### src/rtl/spi_dbg_pkg.sv
// Shared definitions for the SPI debug bridge.
//   state_t    : bridge FSM encoding (IDLE, CMD, WRITE, READ)
//   cmd_rd_bit : bit position of the read flag inside a command word (DW-1)
package spi_dbg_pkg;

  typedef enum logic [1:0] {
    ST_IDLE  = 2'd0,
    ST_CMD   = 2'd1,
    ST_WRITE = 2'd2,
    ST_READ  = 2'd3
  } state_t;

  function automatic int cmd_rd_bit(input int dw);
    return dw - 1;
  endfunction

endpackage

### src/rtl/sync_2ff.sv
// Two-flop synchronizer for a single asynchronous bit.
//   i_clk : destination clock
//   i_rst : synchronous active-high reset (clears both flops)
//   i_d   : asynchronous input
//   o_q   : synchronized output
module sync_2ff (
  input  logic i_clk,
  input  logic i_rst,
  input  logic i_d,
  output logic o_q
);

  logic r_meta, r_sync;

  always_ff @(posedge i_clk) begin
    if (i_rst) begin
      r_meta <= 1'b0;
      r_sync <= 1'b0;
    end else begin
      r_meta <= i_d;
      r_sync <= r_meta;
    end
  end

  assign o_q = r_sync;

endmodule

### src/rtl/spi_debug_bridge.sv
// SPI (mode 0, LSB-first) to parallel register-bus debug bridge.
// First word of a frame is a command (bit DW-1 = read, bits AW-1:0 = start
// address); following words are written to / read from consecutive addresses.
// Optional read path is built only when SPI_DEBUG_READ_EN is defined;
// otherwise read frames are silently sunk.
// Ports:
//   sys_clk, sys_rst            : system clock, sync active-high reset
//   spi_clk, spi_cs_i, spi_data_i : async SPI inputs (sclk, cs_n, MOSI)
//   spi_data_o                  : MISO
//   sys_wr_o, sys_rd_o          : one-cycle bus strobes
//   sys_addr_o, sys_wdata_o     : bus address / write data
//   sys_rdata_i                 : read data, valid one cycle after sys_rd_o
module spi_debug_bridge
  import spi_dbg_pkg::*;
#(
  parameter int DW         = 16,
  parameter int AW         = 15,
  parameter int INIT_DELAY = 65535
) (
  input  logic          sys_clk,
  input  logic          sys_rst,
  input  logic          spi_clk,
  input  logic          spi_cs_i,
  input  logic          spi_data_i,
  output logic          spi_data_o,
  output logic          sys_wr_o,
  output logic          sys_rd_o,
  output logic [AW-1:0] sys_addr_o,
  output logic [DW-1:0] sys_wdata_o,
  input  logic [DW-1:0] sys_rdata_i
);

  localparam int             BCW  = $clog2(DW);
  localparam int             RB   = cmd_rd_bit(DW);
  localparam logic [BCW-1:0] LAST = BCW'(DW - 1);

  logic w_sclk, w_cs_n, w_mosi;

  sync_2ff u_sync_sclk (.i_clk(sys_clk), .i_rst(sys_rst), .i_d(spi_clk),    .o_q(w_sclk));
  sync_2ff u_sync_cs   (.i_clk(sys_clk), .i_rst(sys_rst), .i_d(spi_cs_i),   .o_q(w_cs_n));
  sync_2ff u_sync_mosi (.i_clk(sys_clk), .i_rst(sys_rst), .i_d(spi_data_i), .o_q(w_mosi));

  state_t          r_state;
  logic            r_sclk_d, r_armed, r_wr, r_inc;
  logic [BCW-1:0]  r_bitcnt;
  logic [DW-2:0]   r_shift;
  logic [31:0]     r_init;
  logic [AW-1:0]   r_addr;
  logic [DW-1:0]   r_wdata;
  logic            w_rise, w_done, w_en, w_rd_inc;
  logic [DW-1:0]   w_word;

  assign w_rise = w_sclk & ~r_sclk_d;
  // LSB-first: the bit arriving now is the MSB of the completed word
  assign w_word = {w_mosi, r_shift};
  assign w_done = w_rise && !w_cs_n && (r_state != ST_IDLE) && (r_bitcnt == LAST);
  assign w_en   = (r_init >= 32'(INIT_DELAY));

  always_ff @(posedge sys_clk) begin
    if (sys_rst) begin
      r_state  <= ST_IDLE;
      r_sclk_d <= 1'b0;
      r_armed  <= 1'b0;
      r_bitcnt <= '0;
      r_shift  <= '0;
      r_init   <= '0;
      r_wr     <= 1'b0;
      r_inc    <= 1'b0;
      r_addr   <= '0;
      r_wdata  <= '0;
    end else begin
      r_sclk_d <= w_sclk;
      r_wr     <= 1'b0;
      r_inc    <= 1'b0;
      if (!w_en) r_init <= r_init + 32'd1;
      // address advances the cycle after a write strobe / read capture
      if (r_inc || w_rd_inc) r_addr <= r_addr + 1'b1;

      if (w_cs_n) begin
        // a frame live at reset release is ignored until cs is seen high
        r_armed  <= 1'b1;
        r_state  <= ST_IDLE;
        r_bitcnt <= '0;
      end else begin
        case (r_state)
          ST_IDLE: if (r_armed) begin
            r_state  <= ST_CMD;
            r_bitcnt <= '0;
          end
          default: if (w_rise) begin
            r_shift  <= w_word[DW-1:1];
            r_bitcnt <= w_done ? '0 : r_bitcnt + 1'b1;
            if (w_done) begin
              case (r_state)
                ST_CMD: begin
                  r_addr  <= w_word[AW-1:0];
                  r_state <= w_word[RB] ? ST_READ : ST_WRITE;
                end
                ST_WRITE: begin
                  r_wdata <= w_word;
                  r_wr    <= w_en;
                  r_inc   <= 1'b1;
                end
                default: ;
              endcase
            end
          end
        endcase
      end
    end
  end

  assign sys_wr_o    = r_wr;
  assign sys_addr_o  = r_addr;
  assign sys_wdata_o = r_wdata;

`ifdef SPI_DEBUG_READ_EN
  logic          w_fall, w_rd_start, r_rd, r_rd_d, r_cap;
  logic [DW-1:0] r_oshift;

  assign w_fall     = ~w_sclk & r_sclk_d;
  // fetch on the read command and after every completed read word, so the
  // next word is staged before the master starts clocking it out
  assign w_rd_start = w_done && ((r_state == ST_CMD && w_word[RB]) || r_state == ST_READ);

  always_ff @(posedge sys_clk) begin
    if (sys_rst) begin
      r_rd     <= 1'b0;
      r_rd_d   <= 1'b0;
      r_cap    <= 1'b0;
      r_oshift <= '0;
    end else begin
      r_rd   <= w_rd_start & w_en;
      r_rd_d <= w_rd_start;
      r_cap  <= r_rd_d;
      if (r_cap)
        r_oshift <= sys_rdata_i;
      else if (r_state != ST_READ)
        r_oshift <= '0;
      // the falling edge closing a word (bitcnt back at 0) must not shift:
      // bit 0 of the freshly loaded word is what the master samples next
      else if (w_fall && r_bitcnt != '0)
        r_oshift <= {1'b0, r_oshift[DW-1:1]};
    end
  end

  assign w_rd_inc   = r_cap;
  assign sys_rd_o   = r_rd;
  assign spi_data_o = (r_state == ST_READ) & r_oshift[0];
`else
  logic w_unused_rdata;
  assign w_unused_rdata = ^sys_rdata_i;
  assign w_rd_inc   = 1'b0;
  assign sys_rd_o   = 1'b0;
  assign spi_data_o = 1'b0;
`endif

endmodule

### config.mk
export PLATFORM = sky130hd
export DESIGN_NAME = spi_debug_bridge
export DESIGN_NICKNAME = d
export VERILOG_FILES = /design/src/rtl/spi_dbg_pkg.sv /design/src/rtl/sync_2ff.sv /design/src/rtl/spi_debug_bridge.sv
export SDC_FILE = /design/constraint.sdc
export NUM_CORES = 1
export LEC_CHECK = 0
export ABC_AREA = 0
export CORE_MARGIN = 10
export CORE_UTILIZATION = 48
export DETAILED_ROUTE_END_ITERATION = 10
export PLACE_DENSITY = 0.73
export SETUP_SLACK_MARGIN = 0.05
export SLEW_MARGIN = 30
export SYNTH_ARGS = -nofsm -noshare
export SYNTH_HDL_FRONTEND = slang
export SYNTH_HIERARCHICAL = 1
export SYNTH_SLANG_ARGS = --single-unit
### constraint.sdc
create_clock -name sys_clk -period 1.9 [get_ports sys_clk]
set_input_delay 0.38 -clock sys_clk [delete_from_list [all_inputs] [get_ports sys_clk]]
set_output_delay 0.38 -clock sys_clk [all_outputs]
set_load 0.01 [all_outputs]
==> flow_summary_export.csv <==
group,metric,value,unit
critical_path,reg2reg_depth,6,
finish,antenna_cells,0,
logic_synthesis,avgSynthCellArea,9.17,um^2
timing,hold_violations,0,
power,irDropWorstVdd,0.625,mV
global_route,grt_pass1_vias,2773,
floorplan,start_util,0.499,
route,vias,2867,
floorplan,boundaryPins,55,
logic_synthesis,synthDistinctLibCells,40,
finish,drive_gt1_frac,0.153,
route,vias_per_cell,5.20,
route,drc,0,
finish,final_area,4560,um^2
critical_path,critical_path.startpoint,"r_state[0]",
floorplan,die_area,11500,um^2
route,postRouteAntennaNets,0,
critical_path,ff2ff_setup_slack,-100,ps
placement,dpl.hpwl,4990,um
cts,cts_max_level,3,
placement,placed_area,4200,um^2
global_route,grt_max_degree,82,
cts,tritoncts,"built",
cts,hold_buffers,0,
timing,timing.hold.ws,289,ps
timing,rsz0062_at_grt,"true",
outcome,status,"finished with violations",
outcome,violations,"negative setup slack",
timing,final-setup-viol-count,22,
cts,path_clk_slew,90,ps
global_route,track_usage,0.130,
global_route,grt_first_pass_wirelength,12400,um
logic_synthesis,ys_ff_latch,94,
placement,routabilityCongestion,0.877,
critical_path,rr_startpoint,"r_state[0]",
floorplan,die_w,107,um
power,p_leak,1.74,nW
flow_run,maxCapViolations,0,
logic_synthesis,ys_warn_count,6,
cts,cts.sinks,94,
logic_synthesis,synthCells,399,
timing,fmax,501,MHz
finish,syn_to_final_growth,24.8,%
finish,layout_commonest_cell,"dfxtp_1",
logic_synthesis,syn_area,3660,um^2
logic_synthesis,seq_area_frac_synth,0.515,
finish,num-nets-final,471,
floorplan,core,7330,um^2
cts,cts_buffers,9,
finish,postLayoutCoreUtil,0.623,
global_route,grt-ovfl-total,0,
timing,min_period,2000,ps
route,dr.first_iter.drc_count,106,
placement,port_buffers,36,
route,dr.pass1.iters,4,
timing,slew_viol_final,0,
route,wl_per_cell,13.8,um
global_route,grt_antenna_before_repair,0,
timing,skew,10.5,ps
hold_path,hp-start,"sys_rst",
timing,period_share,1.05,
critical_path,required,2140,ps
route,wl,7580,um
floorplan,fp-row-count,31,
critical_path,crit_fanout,13,
critical_path,crit_path_start_kind,"flip-flop",
hold_path,hp-class,"primary input to flip-flop",
floorplan,die_h,107,um
cts,clockBufferDepth,2,
finish,fillers,586,
power,finalPower,3.52,mW
finish,multi_input_area,1710,um^2
finish,seq_area,1890,um^2
cts,cts_root_buffer,"clkbuf_8",
finish,layout_common_cells,"dfxtp_1 (91), nor2_1 (50), nand2_1 (40)",
timing,worst_slack,-96.5,ps
critical_path,r2r_end,"sys_wdata_o[6]",
critical_path,cp.arrival,2240,ps
timing,tns,-398,ps
critical_path,path_class,"flip-flop to flip-flop",
critical_path,worstSetupEndpointType,"flip-flop",
critical_path,setup.worst_path.end,"sys_wdata_o[6]",
power,powerDensity,772,nW/um^2
cts,clk_latency,360,ps
critical path: stages, from the launching register on:
cell and delay [ps]:
dfxtp_2 340, nor2_2 40, or4b_4 500, or4_4 530, buf_12 180, mux2i_1 190, nor2_1 80
through the flow:
step                setup WS (ps)  instances
finish                      -96.5        551
global route                 -119        551
CTS                         -21.7        548
detailed placement           -181        530
global placement            -89.7        530
floorplan                    -175        400
kinds of logic after synthesis:
kind of cell	count (synthesis)	share of synthesized area
AO/OA/AOI/OAI	45	0.0742
multiplexers	17	0.0465
adder cells (fa/ha/maj)	3	0.0103
other	1	0.00103
AND/OR/NAND/NOR	184	0.249
buffers and inverters	28	0.0400
XOR/XNOR	27	0.0647
flip-flops	94	0.515
Yosys cell counts, drive strengths merged:
master,instances,area [um^2]
and3,2,12.5
dfxtp,94,1880
and4,2,17.5
nand2,40,150
buf,9,73.8
nand3b,1,7.51
or4,2,18.8
xor2,7,61.3
a21oi,22,110
ha,3,37.5
nor3,14,70.1
nor2b,23,144
mux2i,17,170
a22oi,1,7.51
nor3b,3,22.5
inv,4,15.0
and3b,1,8.76
or2,3,18.8
nand4,11,68.8
and4b,1,10.0
a211oi,15,113
a31oi,2,12.5
or3b,1,8.76
nand3,7,35.0
o21ai,4,20.0
nor4,9,56.3
conb,1,3.75
nor2,60,225
xnor2,20,175
clkbuf,15,57.6
or4b,2,20.0
nor4b,1,8.76
a41oi,1,8.76
or3,1,6.26
power breakdown:
part / internal, mW / switching, mW
Sequential: 1.98 / 0.0105
Combinational: 0.0330 / 0.0504
Clock: 0.745 / 0.702
Total: 2.76 / 0.763
layout make-up:
| type | count | share of cell area |
|---|---|---|
| sequential | 94 | 0.413 |
| multi-input combinational | 278 | 0.374 |
| timing repair buffer | 60 | 0.134 |
| clock buffer | 9 | 0.0271 |
| tap | 99 | 0.0271 |
| clock inverter | 7 | 0.0214 |
| inverter | 4 | 0.00329 |
worst min-delay path by stage:
stage                                   to  slack (ps)  cells past startpoint
final                     u_sync_cs/r_meta         290                      2
after global routing       u_sync_sclk/o_q         290                      2
after CTS                  u_sync_sclk/o_q         280                      2
after detailed placement   u_sync_sclk/o_q         420                      1
after global placement       u_sync_cs/o_q         420                      1
after floorplan              u_sync_cs/o_q         410                      1
what timing repair did:
action,in CTS,in global routing
gates cloned,0,2
setup buffers,2,1
pin swaps,2,3
setup endpoints to repair,35,37
gates resized for setup,15,9
flip-flops by register name, indices dropped and copies added (netlist names):
signal / flops
r_bitcnt: 4
r_inc: 1
u_sync_mosi/r_meta: 1
r_armed: 1
u_sync_cs/r_meta: 1
sys_wr_o: 1
r_shift: 15
sys_addr_o: 15
u_sync_cs/o_q: 1
r_sclk_d: 1
r_init: 32
u_sync_sclk/r_meta: 1
sys_wdata_o: 16
u_sync_sclk/o_q: 1
u_sync_mosi/o_q: 1
r_state: 2
layer usage:
metal,vias to the layer above,wire length [um],share of wire,track usage
met5,-,0,0,0
met4,0,78,0.010,0.0406
met3,9,471,0.062,0.0467
met2,52,3630,0.48,0.221
met1,1353,3400,0.45,0.149
li1,1453,-,-,-
Note: power is estimated with default switching activity, not from simulation.
